[src/rtl/div_unit.sv]
// Iterative radix-2 restoring divider for RV32M DIV/DIVU/REM/REMU.
// Optional macro DIV_FAST_SPECIAL_EN: divide-by-zero and signed overflow skip the iterations.
module div_unit (
  input  logic        i_clk,
  input  logic        i_rst_n,
  input  logic        i_flush,
  input  logic        i_valid,
  output logic        o_ready,
  input  logic [31:0] i_operand_a,
  input  logic [31:0] i_operand_b,
  input  logic [1:0]  i_div_op,
  output logic        o_valid,
  output logic [31:0] o_div_data
);

  typedef enum logic [1:0] {StIdle, StBusy, StDone} state_e;

  state_e      state_q;
  logic [4:0]  cnt_q;
  logic [1:0]  op_q;
  logic        sign_a_q, sign_b_q;
  logic [31:0] rem_q, quo_q, divisor_q;
  logic        spec_q;
  logic [31:0] spec_res_q;
  logic        valid_q;
  logic [31:0] data_q;

  logic        is_signed, div_zero, overflow, special;
  logic [31:0] a_mag, b_mag, spec_res_d;
  logic [32:0] rem_sh, trial;
  logic [31:0] rem_d, quo_d;
  logic [31:0] quo_fin, rem_fin, result_d;

  // Accept-time decode: magnitudes and RISC-V mandated special results.
  always_comb begin
    is_signed  = ~i_div_op[0];
    a_mag      = (is_signed && i_operand_a[31]) ? (~i_operand_a + 32'd1) : i_operand_a;
    b_mag      = (is_signed && i_operand_b[31]) ? (~i_operand_b + 32'd1) : i_operand_b;
    div_zero   = (i_operand_b == 32'd0);
    overflow   = is_signed && (i_operand_a == 32'h8000_0000) && (i_operand_b == 32'hFFFF_FFFF);
    special    = div_zero || overflow;
    spec_res_d = 32'd0;
    if (div_zero) begin
      spec_res_d = i_div_op[1] ? i_operand_a : 32'hFFFF_FFFF;
    end else if (overflow) begin
      spec_res_d = i_div_op[1] ? 32'd0 : 32'h8000_0000;
    end
  end

  // One restoring step: shift {rem, quo} left, subtract divisor if it fits.
  always_comb begin
    rem_sh = {rem_q, quo_q[31]};
    trial  = rem_sh - {1'b0, divisor_q};
    if (!trial[32]) begin
      rem_d = trial[31:0];
      quo_d = {quo_q[30:0], 1'b1};
    end else begin
      rem_d = rem_sh[31:0];
      quo_d = {quo_q[30:0], 1'b0};
    end
  end

  always_comb begin
    quo_fin  = (sign_a_q ^ sign_b_q) ? (~quo_q + 32'd1) : quo_q;
    rem_fin  = sign_a_q ? (~rem_q + 32'd1) : rem_q;
    result_d = spec_q ? spec_res_q : (op_q[1] ? rem_fin : quo_fin);
  end

  always_ff @(posedge i_clk) begin
    if (!i_rst_n) begin
      state_q    <= StIdle;
      cnt_q      <= 5'd0;
      op_q       <= 2'd0;
      sign_a_q   <= 1'b0;
      sign_b_q   <= 1'b0;
      rem_q      <= 32'd0;
      quo_q      <= 32'd0;
      divisor_q  <= 32'd0;
      spec_q     <= 1'b0;
      spec_res_q <= 32'd0;
      valid_q    <= 1'b0;
      data_q     <= 32'd0;
    end else if (i_flush) begin
      state_q <= StIdle;
      cnt_q   <= 5'd0;
      valid_q <= 1'b0;
    end else begin
      valid_q <= 1'b0;
      unique case (state_q)
        StIdle: begin
          if (i_valid) begin
            op_q       <= i_div_op;
            sign_a_q   <= is_signed & i_operand_a[31];
            sign_b_q   <= is_signed & i_operand_b[31];
            rem_q      <= 32'd0;
            quo_q      <= a_mag;
            divisor_q  <= b_mag;
            spec_q     <= special;
            spec_res_q <= spec_res_d;
            cnt_q      <= 5'd0;
`ifdef DIV_FAST_SPECIAL_EN
            state_q    <= special ? StDone : StBusy;
`else
            state_q    <= StBusy;
`endif
          end
        end
        StBusy: begin
          rem_q <= rem_d;
          quo_q <= quo_d;
          cnt_q <= cnt_q + 5'd1;
          if (cnt_q == 5'd31) begin
            state_q <= StDone;
          end
        end
        StDone: begin
          data_q  <= result_d;
          valid_q <= 1'b1;
          state_q <= StIdle;
        end
        default: state_q <= StIdle;
      endcase
    end
  end

  assign o_ready    = (state_q == StIdle);
  assign o_valid    = valid_q;
  assign o_div_data = data_q;

endmodule

[config.mk]
export PLATFORM = sky130hd
export DESIGN_NAME = div_unit
export DESIGN_NICKNAME = d
export VERILOG_FILES = /design/src/rtl/div_unit.sv
export SDC_FILE = /design/constraint.sdc
export NUM_CORES = 1
export LEC_CHECK = 0
export CORE_AREA = 4 4 157 273
export CTS_CLUSTER_SIZE = 24
export DETAILED_ROUTE_END_ITERATION = 8
export DIE_AREA = 0 0 161 277
export GPL_ROUTABILITY_DRIVEN = 0
export PLACE_DENSITY_LB_ADDON = 0.15
export SLEW_MARGIN = 20
export SYNTH_ARGS = -nofsm -noshare
export SYNTH_HDL_FRONTEND = slang
export SYNTH_SLANG_ARGS = --single-unit
[constraint.sdc]
create_clock -name i_clk -period 3.3 [get_ports i_clk]
set_input_delay 0.825 -clock i_clk [delete_from_list [all_inputs] [get_ports i_clk]]
set_output_delay 0.825 -clock i_clk [all_outputs]
set_load 0.02 [all_outputs]
==> implementation parameters <==
Parameter                              Value

Status
  Result of the run ... completed

Power
  Combinational power share ... 23.0%
  Sequential share of power ... 40.3%
  Maximum resistive drop on vdd ... 0.0003218 V
  P_leak ... 0.006332 uW
  Proportion of total power due to net switching ... 30.48%
  Power density normalized to cell area ... 351.6 nW/um^2
  Clock power share ... 36.7%
  Design internal power ... 3800 uW
  Total net switching power ... 1666 uW

Critical path
  Critical Path AT ... 3.61 ns
  Delay contributed by the slowest stage of the critical path ... 0.53 ns
  CP Capture Type ... flop
  CP max FO ... 5
  Worst setup SP type ... flop
  Worst path slowest cell ... or4_4
  Required time of the worst setup path ... 3.64 ns
  Most frequent cell on the critical path ... or4_4
  Worst setup path class ... reg2reg
  Critical-path cell list ... or4_4 -> or3_4 -> or4_4 -> or4_4 -> buf_4 -> o31ai_2 -> xor2_1 -> a211oi_1 -> a21oi_1 -> o21ai_1

Detailed routing
  Via count of the routed design ... 11986
  Antenna violation net count after detailed routing ... 0
  Routed vias/inst ... 5.116
  Wire per inst ... 19.03 um
  1st-iter DRT viols ... 677
  Final WL ... 44.58 mm
  DRC ... 0
  Count of TritonRoute iterations in the first routing pass ... 5

Clocking
  Clock tree from TritonCTS ... yes
  Latest clock arrival within the worst-skew pair ... 0.46 ns
  Clock-pin slew on the worst setup and hold paths ... 0.07 ns
  H-tree depth reported by CTS ... 4
  Number of buffers added to fix hold violations after cts ... 0
  Cell chosen for the clock root ... clkbuf_16
  Number of buffers created by CTS ... 17
  Longest Clk Path Bufs ... 2
  Sinks on the clock net ... 172

Timing
  Count of endpoints failing setup in the final report ... 0
  Final hold violation count ... 0
  RSZ-0062 raised after global routing ... true
  Final-layout setup total negative slack ... 0 ns
  Max-slew headroom at the worst pin ... 40.85%
  Slew at the pin with the worst max-slew slack ... 0.8873 ns
  Setup ws final ... 0.03074 ns
  Final critical-path share of the clock period ... 99.07%
  Final number of max-transition violations ... 0
  Crit path time final ... 3.269 ns
  Achievable clock frequency ... 0.3059 GHz
  Fin Clk Skew ... 0.01463 ns

Placed design
  Worst slack, placed ... -0.4404 ns
  Buffers added on ports ... 103
  HPWL after detailed placement ... 34.34 mm

GRT
  Wire length of the first global-routing pass ... 68.52 mm
  Vias in the first global route ... 11821
  Gr ovfl total ... 0
  Pin count of the biggest net entering global routing ... 75
  Gr usage total ... 19.63%
  Number of antenna violations at the first check in global routing ... 0

Floorplanning
  Core ar. ... 40710 um^2
  Effective utilization at floorplan ... 29.59%
  Die extent in x ... 161 um
  Site row count ... 98
  Count of boundary I/O pins ... 104
  Die area ... 44600 um^2
  DIE HEIGHT ... 277 um

Synthesis
  Mux contribution to synthesized area ... 2.836%
  Dominant combinational cell family by area after synthesis ... compound AO/OA/AOI/OAI gates
  Post-synthesis register bit count ... 172
  Share of the synthesized netlist area taken by xor and xnor gates ... 10.17%
  Synthesized Nets ... 1693
  Simple logic cell fraction of the synthesized area ... 22.64%
  Sequential-to-total area share from yosys stat ... 28.59%
  Post-synthesis cell type count ... 67
  Number of warnings reported in the yosys synthesis log ... 0
  Synth async-reset ratio ... 0%
  Arithmetic-cell share of the synthesized area counting full adders, half adders and majority gates ... 4.217%
  Yosys top cell area share ... 28.59%
  Mean post-synth cell area ... 7.609 um^2
  Post-Synthesis Cells ... 1583
  Largest area contributor in the synthesized netlist ... dfxtp_1
  Number of enable-type register cells in the synthesized netlist ... 0
  Synthesized-area fraction occupied by ao, oa, aoi and oai cells ... 25.58%
  Post-Syn Area ... 12050 um^2
  Synth Flop Type ... dfxtp_1
  Cell types with the largest area share after synthesis ... dfxtp_1 (29%), nand2_1 (6.1%), xnor2_1 (5.9%)

Run
  Number of maximum-capacitance constraint violations ... 0

Finish
  Area of the multi-input gates ... 8028 um^2
  Area growth from synthesis to layout ... 29.05%
  Number of antenna diodes ... 0
  # fillers ... 4344
  Sequential cell area ... 3450 um^2
  Nets ... 1891
  Layout cells sized above 1 ... 14.56%

Worst hold path
  Path type of the worst min-delay path ... reg2reg
[power by group through the flow]
stage          logic, uW  registers, uW  clock network, uW
2_1_floorplan        717           2220                  0
3_3_place_gp        1220           2250                  0
3_5_place_dp        1220           2250                  0
4_1_cts             1250           2200               2060
5_1_grt             1380           2210               2120
6_report            1260           2200               2010
[path summary, 6_finish.rpt]
check	slack [ns]	to	depth (start not counted)	start
worst max-delay path	0.03	o_div_data[31]$_SDFFE_PN0P_	10	rem_q[7]$_SDFFE_PN0P_
worst min-delay path	0.47	spec_res_q[16]$_SDFFE_PN0P_	2	spec_res_q[16]$_SDFFE_PN0P_
worst max register to register	0.03	o_div_data[31]$_SDFFE_PN0P_	10	rem_q[7]$_SDFFE_PN0P_
worst min register to register	0.47	spec_res_q[16]$_SDFFE_PN0P_	2	spec_res_q[16]$_SDFFE_PN0P_
[registers in the layout, summed over array words and instances (netlist names), 2 cells and up]
| signal | flops |
|---|---|
| spec_res_q | 32 |
| divisor_q | 32 |
| quo_q | 32 |
| rem_q | 32 |
| o_div_data | 32 |
| cnt_q | 5 |
| state_q | 2 |
[kinds of logic after synthesis]
logic type,count (synthesis)
adder cells (fa/ha/maj),40
XOR/XNOR,139
AO/OA/AOI/OAI,468
buffers and inverters,167
flip-flops,172
multiplexers,34
AND/OR/NAND/NOR,563
[per-layer routing]
layer / share of wire (%) / track usage (%) / up-vias
met2: 56 / 38.97 / 163
met1: 38 / 20.34 / 5745
met5: 0 / 0 / -
met3: 2.0 / 2.040 / 75
li1: - / - / 6003
met4: 4.4 / 8.647 / 0
[area by class of cell]
| class | instances | area share [%] |
|---|---|---|
| Clock inverter | 10 | 0.5956 |
| Inverter | 57 | 1.376 |
| Multi-Input combinational cell | 1244 | 51.64 |
| Sequential cell | 172 | 22.19 |
| Tap cell | 550 | 4.427 |
| Clock buffer | 21 | 3.026 |
| Timing Repair Buffer | 289 | 16.74 |
[cell usage in the layout (no fill, tap or decap), types with 39 or more instances in the layout]
cell and n:
nand2b_1 39, dfxtp_1 167, inv_1 56, nor2_1 98
buf_4 173, a21oi_1 128, nand3_1 73, nand2_1 197
xnor2_1 81, o21ai_0 87, o211a_1 43, xor2_1 57
a21boi_0 41, clkdlybuf4s50_1 102
[cells in the mapped netlist, types with 8 or more instances]
library cell,number
a211oi_1,36
a21boi_0,41
a21o_1,8
a21oi_1,129
a31oi_1,9
and3_1,9
clkbuf_1,92
dfxtp_1,172
ha_1,39
inv_1,57
mux2i_1,33
nand2_1,197
nand2b_1,41
nand3_1,73
nand4_1,22
nor2_1,98
nor2b_1,33
nor3_1,24
nor4_1,14
o211a_1,43
o211ai_1,26
o21a_1,8
o21ai_0,99
o31ai_1,24
or3_1,14
or4_1,14
xnor2_1,81
xor2_1,57
[metrics by stage]
stage / instances / total power [uW] / util [%] / hold WS [ns] / area, um^2
after floorplan: 1583 / 2935 / - / 0.4406 / 12080
after global placement: 2301 / 3466 / 36.13 / 0.4508 / 14710
after detailed placement: 2301 / 3465 / 36.13 / 0.4556 / 14710
after CTS: 2336 / 5510 / 37.83 / 0.4658 / 15400
after global routing: 2343 / 5714 / 38.19 / 0.4800 / 15540
final: 2343 / 5466 / 38.19 / 0.4652 / 15540
[what timing repair did]
| action | in CTS | in global routing |
|---|---|---|
| buffers inserted | 2 | 6 |
| pin swaps | 6 | 12 |
| gates resized for setup | 9 | 27 |
| gates cloned | 2 | 1 |
| endpoints found under the setup margin | 27 | 25 |
[critical path, delay by kind of cell, from the launching register on]
| kind | cells | cell delay (ns) |
|---|---|---|
| compound gates | 4 | 0.52 |
| xor+xnor | 1 | 0.28 |
| buf+inv | 1 | 0.16 |
| flops | 1 | 0.32 |
| simple gates | 4 | 1.86 |
Power figures use the tool's default switching activity.
